### config.mk
export PLATFORM = sky130hd
export DESIGN_NAME = muldiv_unit
export DESIGN_NICKNAME = d
export VERILOG_FILES = /design/src/rtl/rv_pkg.sv /design/src/rtl/muldiv_signfix.sv /design/src/rtl/muldiv_unit.sv
export SDC_FILE = /design/constraint.sdc
export NUM_CORES = 1
export LEC_CHECK = 0
export BUFFER_PORTS_ARGS = -buffer_cell sky130_fd_sc_hd__buf_2
export CORE_UTILIZATION = 32
export DETAILED_ROUTE_END_ITERATION = 10
export GPL_TIMING_DRIVEN = 0
export SYNTH_ARGS = -nofsm -noshare
export SYNTH_HDL_FRONTEND = slang
export SYNTH_SLANG_ARGS = --single-unit
### constraint.sdc
create_clock -name clk -period 9.2 [get_ports clk]
set_input_delay 0.46 -clock clk [delete_from_list [all_inputs] [get_ports clk]]
set_output_delay 0.46 -clock clk [all_outputs]
set_load 0.05 [all_outputs]
### src/rtl/rv_pkg.sv
// Shared RV32M definitions: funct3 encodings, muldiv FSM state encodings,
// datapath widths and the special-case (divide-by-zero / signed-overflow) helpers.
package rv_pkg;

  localparam int unsigned XLEN  = 32;
  localparam int unsigned CNT_W = 6;
  localparam int unsigned ACC_W = 2 * XLEN + 1;

  localparam logic [2:0] F3_MUL    = 3'b000;
  localparam logic [2:0] F3_MULH   = 3'b001;
  localparam logic [2:0] F3_MULHSU = 3'b010;
  localparam logic [2:0] F3_MULHU  = 3'b011;
  localparam logic [2:0] F3_DIV    = 3'b100;
  localparam logic [2:0] F3_DIVU   = 3'b101;
  localparam logic [2:0] F3_REM    = 3'b110;
  localparam logic [2:0] F3_REMU   = 3'b111;

  localparam logic [1:0] ST_IDLE = 2'd0;
  localparam logic [1:0] ST_CALC = 2'd1;
  localparam logic [1:0] ST_FIN  = 2'd2;

  localparam logic [XLEN-1:0] INT_MIN  = 32'h8000_0000;
  localparam logic [XLEN-1:0] ALL_ONES = 32'hFFFF_FFFF;

  // Divide ops whose result is fixed by the architecture rather than computed.
  function automatic logic is_special(input logic [2:0] f3,
                                      input logic [XLEN-1:0] a,
                                      input logic [XLEN-1:0] b);
    logic div0;
    logic ovf;
    div0 = (b == '0);
    ovf  = ((f3 == F3_DIV) || (f3 == F3_REM)) && (a == INT_MIN) && (b == ALL_ONES);
    return f3[2] && (div0 || ovf);
  endfunction

  // Fixed result of a special case; f3[1] distinguishes REM/REMU from DIV/DIVU.
  function automatic logic [XLEN-1:0] special_result(input logic [2:0] f3,
                                                     input logic [XLEN-1:0] a,
                                                     input logic [XLEN-1:0] b);
    if (b == '0) return f3[1] ? a : ALL_ONES;
    return f3[1] ? '0 : INT_MIN;
  endfunction

endpackage

### src/rtl/muldiv_signfix.sv
// Combinational sign handling for the muldiv datapath.
// Ports:
//   i_funct3  RV32M op selecting signedness of each operand
//   i_a/i_b   raw operands
//   i_raw     unsigned 64-bit datapath result ({rem,quot} for divide, product for multiply)
//   o_a_mag   magnitude of operand A
//   o_b_mag   magnitude of operand B
//   o_result  final sign-corrected 32-bit result
module muldiv_signfix
  import rv_pkg::*;
(
  input  logic [2:0]        i_funct3,
  input  logic [XLEN-1:0]   i_a,
  input  logic [XLEN-1:0]   i_b,
  input  logic [2*XLEN-1:0] i_raw,
  output logic [XLEN-1:0]   o_a_mag,
  output logic [XLEN-1:0]   o_b_mag,
  output logic [XLEN-1:0]   o_result
);

  logic                w_a_signed;
  logic                w_b_signed;
  logic                w_a_neg;
  logic                w_b_neg;
  logic [2*XLEN-1:0]   w_prod;
  logic [XLEN-1:0]     w_quot;
  logic [XLEN-1:0]     w_rem;

  // MUL low half is sign-agnostic, so it shares the signed x signed path.
  always_comb begin
    w_a_signed = 1'b0;
    w_b_signed = 1'b0;
    case (i_funct3)
      F3_MUL, F3_MULH, F3_DIV, F3_REM: begin
        w_a_signed = 1'b1;
        w_b_signed = 1'b1;
      end
      F3_MULHSU: w_a_signed = 1'b1;
      default: ;
    endcase
  end

  assign w_a_neg = w_a_signed & i_a[XLEN-1];
  assign w_b_neg = w_b_signed & i_b[XLEN-1];

  assign o_a_mag = w_a_neg ? -i_a : i_a;
  assign o_b_mag = w_b_neg ? -i_b : i_b;

  // Quotient negative iff signs differ; remainder follows the dividend.
  assign w_prod = (w_a_neg ^ w_b_neg) ? -i_raw : i_raw;
  assign w_quot = (w_a_neg ^ w_b_neg) ? -i_raw[XLEN-1:0] : i_raw[XLEN-1:0];
  assign w_rem  = w_a_neg ? -i_raw[2*XLEN-1:XLEN] : i_raw[2*XLEN-1:XLEN];

  always_comb begin
    o_result = w_rem;
    case (i_funct3)
      F3_MUL:                        o_result = w_prod[XLEN-1:0];
      F3_MULH, F3_MULHSU, F3_MULHU:  o_result = w_prod[2*XLEN-1:XLEN];
      F3_DIV, F3_DIVU:               o_result = w_quot;
      default:                       o_result = w_rem;
    endcase
  end

endmodule

### src/rtl/muldiv_unit.sv
// Iterative RV32M multiply/divide unit: 32-cycle shift-add multiply and
// restoring divide sharing one 65-bit accumulator and one 6-bit counter.
// Ports:
//   clk, rst        clock, asynchronous active-high reset
//   start           operation request, sampled only when idle
//   funct3          RV32M op select
//   rs1_val/rs2_val operands A/B
//   rd              destination register index
//   busy            high from the cycle after acceptance through the result cycle
//   done            one-cycle result pulse
//   wsig            register-file write enable (done and rd != 0)
//   wadd            captured rd
//   wdata           result, held between operations
module muldiv_unit
  import rv_pkg::*;
#(
  parameter bit EARLY_OUT = 1'b1
) (
  input  logic            clk,
  input  logic            rst,
  input  logic            start,
  input  logic [2:0]      funct3,
  input  logic [XLEN-1:0] rs1_val,
  input  logic [XLEN-1:0] rs2_val,
  input  logic [4:0]      rd,
  output logic            busy,
  output logic            done,
  output logic            wsig,
  output logic [4:0]      wadd,
  output logic [XLEN-1:0] wdata
);

  logic [1:0]       r_state;
  logic [1:0]       w_next_state;
  logic [2:0]       r_f3;
  logic [XLEN-1:0]  r_a;
  logic [XLEN-1:0]  r_b;
  logic             r_special;
  logic [CNT_W-1:0] r_cnt;
  logic [ACC_W-1:0] r_acc;
  logic             r_busy;
  logic             r_done;
  logic             r_wsig;
  logic [4:0]       r_wadd;
  logic [XLEN-1:0]  r_wdata;

  logic             w_idle;
  logic             w_accept;
  logic             w_in_special;
  logic [2:0]       w_f3_sel;
  logic [XLEN-1:0]  w_a_sel;
  logic [XLEN-1:0]  w_b_sel;
  logic [XLEN-1:0]  w_a_mag;
  logic [XLEN-1:0]  w_b_mag;
  logic [XLEN-1:0]  w_result;
  logic [XLEN:0]    w_mul_sum;
  logic [XLEN:0]    w_rem_sh;
  logic [XLEN-1:0]  w_diff;
  logic             w_ge;
  logic [ACC_W-1:0] w_acc_step;
  logic [ACC_W-1:0] w_acc_init;
  logic [XLEN-1:0]  w_fin_data;
  logic [4:0]       w_rd_sel;
  logic             w_busy_nxt;
  logic             w_done_nxt;
  logic             w_wsig_nxt;

  assign w_idle       = (r_state == ST_IDLE);
  assign w_accept     = w_idle && start;
  assign w_in_special = is_special(funct3, rs1_val, rs2_val);

  // While idle the sign fixer sees the live operands so the accumulator can be
  // seeded with magnitudes at the accept edge; afterwards it sees the captures.
  assign w_f3_sel = w_idle ? funct3  : r_f3;
  assign w_a_sel  = w_idle ? rs1_val : r_a;
  assign w_b_sel  = w_idle ? rs2_val : r_b;
  assign w_rd_sel = w_idle ? rd      : r_wadd;

  muldiv_signfix u_signfix (
    .i_funct3 (w_f3_sel),
    .i_a      (w_a_sel),
    .i_b      (w_b_sel),
    .i_raw    (w_acc_step[2*XLEN-1:0]),
    .o_a_mag  (w_a_mag),
    .o_b_mag  (w_b_mag),
    .o_result (w_result)
  );

  // One iteration: multiply adds A into the high half and shifts right;
  // divide shifts the remainder left and subtracts B when it fits.
  assign w_mul_sum = r_acc[ACC_W-1:XLEN] + {1'b0, (r_acc[0] ? w_a_mag : {XLEN{1'b0}})};
  assign w_rem_sh  = {r_acc[2*XLEN-1:XLEN], r_acc[XLEN-1]};
  assign w_ge      = (w_rem_sh >= {1'b0, w_b_mag});
  assign w_diff    = w_rem_sh[XLEN-1:0] - w_b_mag;

  always_comb begin
    w_acc_step = {1'b0, w_mul_sum, r_acc[XLEN-1:1]};
    if (r_f3[2]) begin
      w_acc_step = {1'b0, (w_ge ? w_diff : w_rem_sh[XLEN-1:0]), r_acc[XLEN-2:0], w_ge};
    end
  end

  assign w_acc_init = {{(XLEN+1){1'b0}}, (funct3[2] ? w_a_mag : w_b_mag)};

  // Only a special case can jump from IDLE straight to FIN.
  assign w_fin_data = w_idle    ? special_result(funct3, rs1_val, rs2_val) :
                      r_special ? special_result(r_f3, r_a, r_b) : w_result;

  // State register.
  always_ff @(posedge clk or posedge rst) begin
    if (rst) r_state <= ST_IDLE;
    else     r_state <= w_next_state;
  end

  // Next state and next registered outputs.
  always_comb begin
    w_next_state = r_state;
    w_busy_nxt   = 1'b0;
    w_done_nxt   = 1'b0;
    w_wsig_nxt   = 1'b0;
    case (r_state)
      ST_IDLE: begin
        if (start) w_next_state = (EARLY_OUT && w_in_special) ? ST_FIN : ST_CALC;
      end
      ST_CALC: begin
        if (r_cnt == CNT_W'(XLEN - 1)) w_next_state = ST_FIN;
      end
      ST_FIN:  w_next_state = ST_IDLE;
      default: w_next_state = ST_IDLE;
    endcase
    w_busy_nxt = (w_next_state != ST_IDLE);
    w_done_nxt = (w_next_state == ST_FIN);
    w_wsig_nxt = w_done_nxt && (w_rd_sel != 5'd0);
  end

  // Operand capture, iteration counter and shared accumulator.
  always_ff @(posedge clk or posedge rst) begin
    if (rst) begin
      r_f3      <= '0;
      r_a       <= '0;
      r_b       <= '0;
      r_special <= 1'b0;
      r_cnt     <= '0;
      r_acc     <= '0;
    end else if (w_accept) begin
      r_f3      <= funct3;
      r_a       <= rs1_val;
      r_b       <= rs2_val;
      r_special <= w_in_special;
      r_cnt     <= '0;
      r_acc     <= w_acc_init;
    end else if (r_state == ST_CALC) begin
      r_cnt     <= r_cnt + CNT_W'(1);
      r_acc     <= w_acc_step;
    end
  end

  // Registered handshake and write-port outputs.
  always_ff @(posedge clk or posedge rst) begin
    if (rst) begin
      r_busy  <= 1'b0;
      r_done  <= 1'b0;
      r_wsig  <= 1'b0;
      r_wadd  <= '0;
      r_wdata <= '0;
    end else begin
      r_busy <= w_busy_nxt;
      r_done <= w_done_nxt;
      r_wsig <= w_wsig_nxt;
      if (w_accept)   r_wadd  <= rd;
      if (w_done_nxt) r_wdata <= w_fin_data;
    end
  end

  assign busy  = r_busy;
  assign done  = r_done;
  assign wsig  = r_wsig;
  assign wadd  = r_wadd;
  assign wdata = r_wdata;

endmodule

==> results of run 1 <==
## layout make-up
class	instances	area (um2)
plain buffers	146	653
clock buffers	17	425
clock inverters	15	204
fillers	6157	35800
inverters	62	240
multi-input cells	2166	14100
flip-flops and latches	180	4500
well taps	765	957
repair buffers	158	918
## through the flow
step | hold WS (ps) | instance area (um2)
after CTS | 21.3 | 21700
after global routing | 46.3 | 22000
after detailed placement | 487 | 20300
after global placement | 478 | 20300
final | -0.469 | 22000
after floorplan | 457 | 18800
## cell usage after synthesis (48+ instances only)
library cell,count
nand2_1,377
nor2_1,245
a21oi_1,211
o21ai_0,183
dfrtp_1,180
clkbuf_1,121
mux2i_1,108
nor3_1,106
xnor2_1,83
xor2_1,69
ha_1,67
nand3_1,62
inv_1,61
a31oi_1,59
nor2b_1,48
## state kept, by name (all words and copies together), names as in the netlist
name       flops
r_acc         64
r_a           32
r_b           32
wdata         32
r_cnt          6
wadd           5
r_f3           3
r_state        2
busy           1
done           1
r_special      1
wsig           1
## critical path, delay by kind of cell, from the launching register on
kind / cells / cell delay, ps
adder cells (fa/ha/maj): 2 / 450
AND/OR/NAND/NOR: 8 / 1660
buffers and inverters: 12 / 2360
XOR/XNOR: 1 / 170
flip-flops: 1 / 430
AO/OA/AOI/OAI: 14 / 3850
## path summary, 6_finish.rpt
check                                     startpoint               endpoint
min in group clk                               rd[1]    wadd[1]$_DFFE_PP0P_
worst max register to register  r_state[1]$_DFF_PP0_   wdata[5]$_DFFE_PP0P_
max in group asynchronous                        rst  r_acc[53]$_DFFE_PP0P_
worst max-delay path            r_state[1]$_DFF_PP0_   wdata[5]$_DFFE_PP0P_
worst min-delay path                             rst         wsig$_DFF_PP0_
worst min register to register  r_cnt[5]$_DFFE_PP0P_   r_cnt[5]$_DFFE_PP0P_
## per-layer routing
layer	part of all wire, %	wire length (um)	GRT usage (%)	up-vias
met1	40	39500	43.1	10600
met2	41	40300	46.6	1558
met5	0.016	16	0	-
met4	7.0	6890	20.1	4
li1	-	-	-	9718
met3	12	11600	8.53	302
## kinds of logic (layout without fill, tap and decap cells)
family                   Yosys count  in the layout  share of synthesized area (%)
flip-flops                       180            180                           24.0
AND/OR/NAND/NOR                 1065           1065                           27.2
XOR/XNOR                         152            152                           7.10
multiplexers                     118            118                           6.38
adder cells (fa/ha/maj)           70             70                           4.74
AO/OA/AOI/OAI                    761            761                           26.3
buffers and inverters            211            398                           4.34
## what timing repair did
item / 4_1_cts / 5_1_grt
hold endpoints to repair: 0 / 0
setup buffers: 28 / 14
endpoints found under the setup margin: 65 / 31
resized for setup: 111 / 55
pin swaps: 17 / 19
cloned: 0 / 0
==> results.yml, run 1 <==
synthesis:
  synth.area.top_cells: "dfrtp_1 (24%), nand2_1 (7.5%), mux2i_1 (5.8%), a21oi_1 (5.6%), nor2_1 (4.9%)"
  syn_area_per_cell_um2: 7.34
  async_flop_share_pct: 100
  yosys.cell_types.count: 97
  synth_top_area_cell: "dfrtp_1"
  synth.yosys.seq_area_share_pct: 24.0
  ys_ff_latch: 180
  yosysWarnings: 0
  syn_nets: 2701
  synth.cell_area_um2: 18800
  synthFlopType: "dfrtp_1"
  netlist.area_leader.share_pct: 24.0
  synthCells: 2557
  synth_edf_count: 0
clock_network:
  htree_levels: 4
  hold_buffers: 0
  numCtsBuffers: 17
  cts_root_buf: "clkbuf_16"
  cts_tree: "built"
  clock_sinks: 180
  clk_path_buf_depth: 2
  clkLatencyLatePin_ps: 530
  cts.clk_slew.worst_paths_ps: 90
run_status:
  outcome: "complete, but fails checks"
  violations: "hold timing"
global_route:
  grt_pass1_vias: 20200
  gr-total-overflow: 0
  grt_max_degree: 104
  antenna_found_initial: 2
  grt_pass1_wl_um: 142000
  grt_use_total_pct: 32.4
detailed_routing:
  via_count: 22200
  drtIter0Drc: 3136
  drc: 0
  via_per_inst: 6.33
  ant_nets: 0
  wl_per_cell_um: 28.0
  dr.pass1.iters: 8
  drt_wl_total_um: 98400
sta:
  worst_slack_ps: 129
  tns_ps: 0
  slew_headroom_pct: 14.4
  fmax_mhz: 110
  grt_setup_unrepaired: "true"
  fin_worst_skew_ps: 27.5
  setup_viol: 0
  hold_viol_final: 1
  worst_pin_slew_ps: 1280
  fin_crit_ps: 9070
  fin_hold_ws_ps: -0.469
  fin_crit_sh_pct: 98.6
  drv_slew: 0
placement:
  hpwl_um: 78500
  dp.cells: 3438
  dp_slack_ps: -4800
  routabilityCongestion: 1.03
  portBuffers: 114
critical_path:
  worstPathMaxFanout: 19
  cpPeakStageDelay_ps: 770
  rrSetupSlack_ps: 130
  worstSetupPathType: "reg -> reg"
  critPathRequiredTime_ps: 9580
  cp-end-kind: "flop"
  slowest_stage: "o31ai_1"
  arrival_ps: 9450
  cp-start-kind: "flop"
  r2r_cells: 37
floorplan:
  dieArea_um2: 59600
  fp-row-count: 88
  io_pins: 115
  fp.dieH_um: 244
  start_util_pct: 32.5
  coreArea_um2: 57800
  die_w_um: 244
layout:
  final_util_pct: 38.0
  nets: 2875
  diodes: 0
  area_growth_pct: 17.2
  stdcell_count: 3509
  final_common_cell: "nand2_1"
  drive_gt1_share_pct: 13.2
  mostFrequentLayoutCells: "nand2_1 (374), nor2_1 (237), a21oi_1 (204)"
worst_hold_path:
  hold_class: "in -> async"
flow_run:
  drv_cap: 0
Power of run 1 is left out: the tool's default activity adds up to more than one toggle a clock period on the data nets, which glitch-free logic cannot reach.
==> run 2: changes to the inputs <==
- BUFFER_PORTS_ARGS: -buffer_cell sky130_fd_sc_hd__buf_2 -> -buffer_cell sky130_fd_sc_hd__buf_4
==> run 2 against run 1 <==
The run now ends clean. Via count increased by 0.53%. Non-clock buffer count increased by 19. Flip-flop and latch count unchanged. Maximum frequency decreased by 0.51%.
==> results.yml, run 2 (synthesized netlist as in run 1, its figures left out) <==
layout:
  diodes: 0
  final_util_pct: 39.0
  drive_gt1_share_pct: 14.1
  top_register: "r_acc"
  largest_reg_flops: 64
  mostFrequentLayoutCells: "nand2_1 (374), nor2_1 (236), a21oi_1 (202)"
  nFillCells: 6084
  final_common_cell: "nand2_1"
  nets: 2894
  area_growth_pct: 20.1
clock_network:
  numCtsBuffers: 17
  clkLatencyLatePin_ps: 520
  htree_levels: 4
  clock_sinks: 180
  cts.clk_slew.worst_paths_ps: 90
  clk_path_buf_depth: 2
  cts_root_buf: "clkbuf_16"
  cts_tree: "built"
sta:
  fmax_mhz: 110
  fin_crit_ps: 9120
  slew_headroom_pct: 7.84
  worst_pin_slew_ps: 1370
  worst_slack_ps: 82.8
  drv_slew: 0
  setup_viol: 0
  fin_crit_sh_pct: 99.1
  fin_worst_skew_ps: 21.5
  hold_viol_final: 0
floorplan:
  fp-row-count: 88
  dieArea_um2: 59600
  fp.dieH_um: 244
  die_w_um: 244
  coreArea_um2: 57800
  io_pins: 115
  start_util_pct: 32.5
global_route:
  grt_pass1_wl_um: 144000
  grt_pass1_vias: 20300
  gr-total-overflow: 0
  grt_max_degree: 115
  grt_use_total_pct: 33.0
  antenna_found_initial: 2
run_status:
  outcome: "finished clean"
detailed_routing:
  wl_per_cell_um: 28.5
  drtIter0Drc: 3192
  dr.pass1.iters: 6
  ant_nets: 0
  via_per_inst: 6.33
  drt_wl_total_um: 101000
  via_count: 22300
  drc: 0
critical_path:
  worstSetupPathType: "reg -> reg"
  critPathRequiredTime_ps: 9640
  cp-start-kind: "flop"
  arrival_ps: 9550
  cp-end-kind: "flop"
  worstPathMaxFanout: 10
placement:
  hpwl_um: 79900
  dp_slack_ps: -4760
  portBuffers: 114
  routabilityCongestion: 1.05
worst_hold_path:
  hold_class: "in -> reg"
flow_run:
  drv_cap: 0
-- run 2: stage by stage --
| step | TNS (ps) | cells | instance area [um2] | hold WS (ps) |
|---|---|---|---|---|
| floorplan | 0 | 2557 | 18800 | 457 |
| finish | 0 | 3528 | 22500 | 144 |
| global placement | -192550 | 3436 | 20600 | 479 |
| CTS | 0 | 3506 | 22100 | 124 |
| detailed placement | -186850 | 3438 | 20600 | 489 |
| global route | -95.9 | 3528 | 22500 | 150 |
-- run 2: critical path, stage by stage (launching register included) --
cell,delay [ps]
dfrtp_1,330
clkbuf_1,610
nor2_1,110
a21oi_1,440
a21boi_0,550
or2_2,250
clkbuf_1,580
clkbuf_1,560
nor2_1,130
xnor2_1,660
and2_1,220
ha_1,280
a21oi_1,160
o21ai_0,130
a31oi_1,370
nand2_1,180
a311oi_2,370
o21ai_0,170
mux2_2,300
a211o_1,220
a221o_1,490
or4b_4,630
nor4_4,250
buf_4,190
nand4_2,150
nand2b_1,210
a211o_1,280
a21oi_1,170
-- run 2: cell type report --
cell class,count,area [um2],share of cell area [%]
sequential,180,4500,20.0
timing repair buffer,177,1350,5.99
inverter,62,240,1.07
multi-input combinational,2166,14200,63.0
clock buffer,17,425,1.89
buffer,146,664,2.95
clock inverter,15,196,0.872
tap,765,957,4.25
-- run 2: repair_timing --
action / in CTS / in global routing
endpoints found under the hold margin: 31 / 0
cloned: 0 / 0
gates resized for setup: 129 / 60
pin swaps: 25 / 19
setup buffers: 37 / 23
hold buffers: 1 / 0
setup endpoints to repair: 65 / 32
-- run 2: worst paths after layout --
path                                      start                     to  depth (start not counted)  slack [ps]
setup / recovery            r_f3[2]$_DFFE_PP0P_  wdata[29]$_DFFE_PP0P_                         27          80
hold / removal                            rd[4]    wadd[4]$_DFFE_PP0P_                          3         140
setup reg to reg            r_f3[2]$_DFFE_PP0P_  wdata[29]$_DFFE_PP0P_                         27          80
hold reg to reg            r_cnt[5]$_DFFE_PP0P_   r_cnt[5]$_DFFE_PP0P_                          1         510
max in group asynchronous                   rst  r_acc[54]$_DFFE_PP0P_                          4        7630
min in group asynchronous                   rst         wsig$_DFF_PP0_                          3         530
-- run 2: per-layer routing --
layer	vias to the layer above	global-route usage, %	part of all wire (%)
li1	9772	-	-
met1	10800	44.2	41
met2	1456	47.4	41
met3	281	8.08	11
met4	2	20.5	6.9
met5	-	0	0.013
Power of run 2 is left out for the same reason.
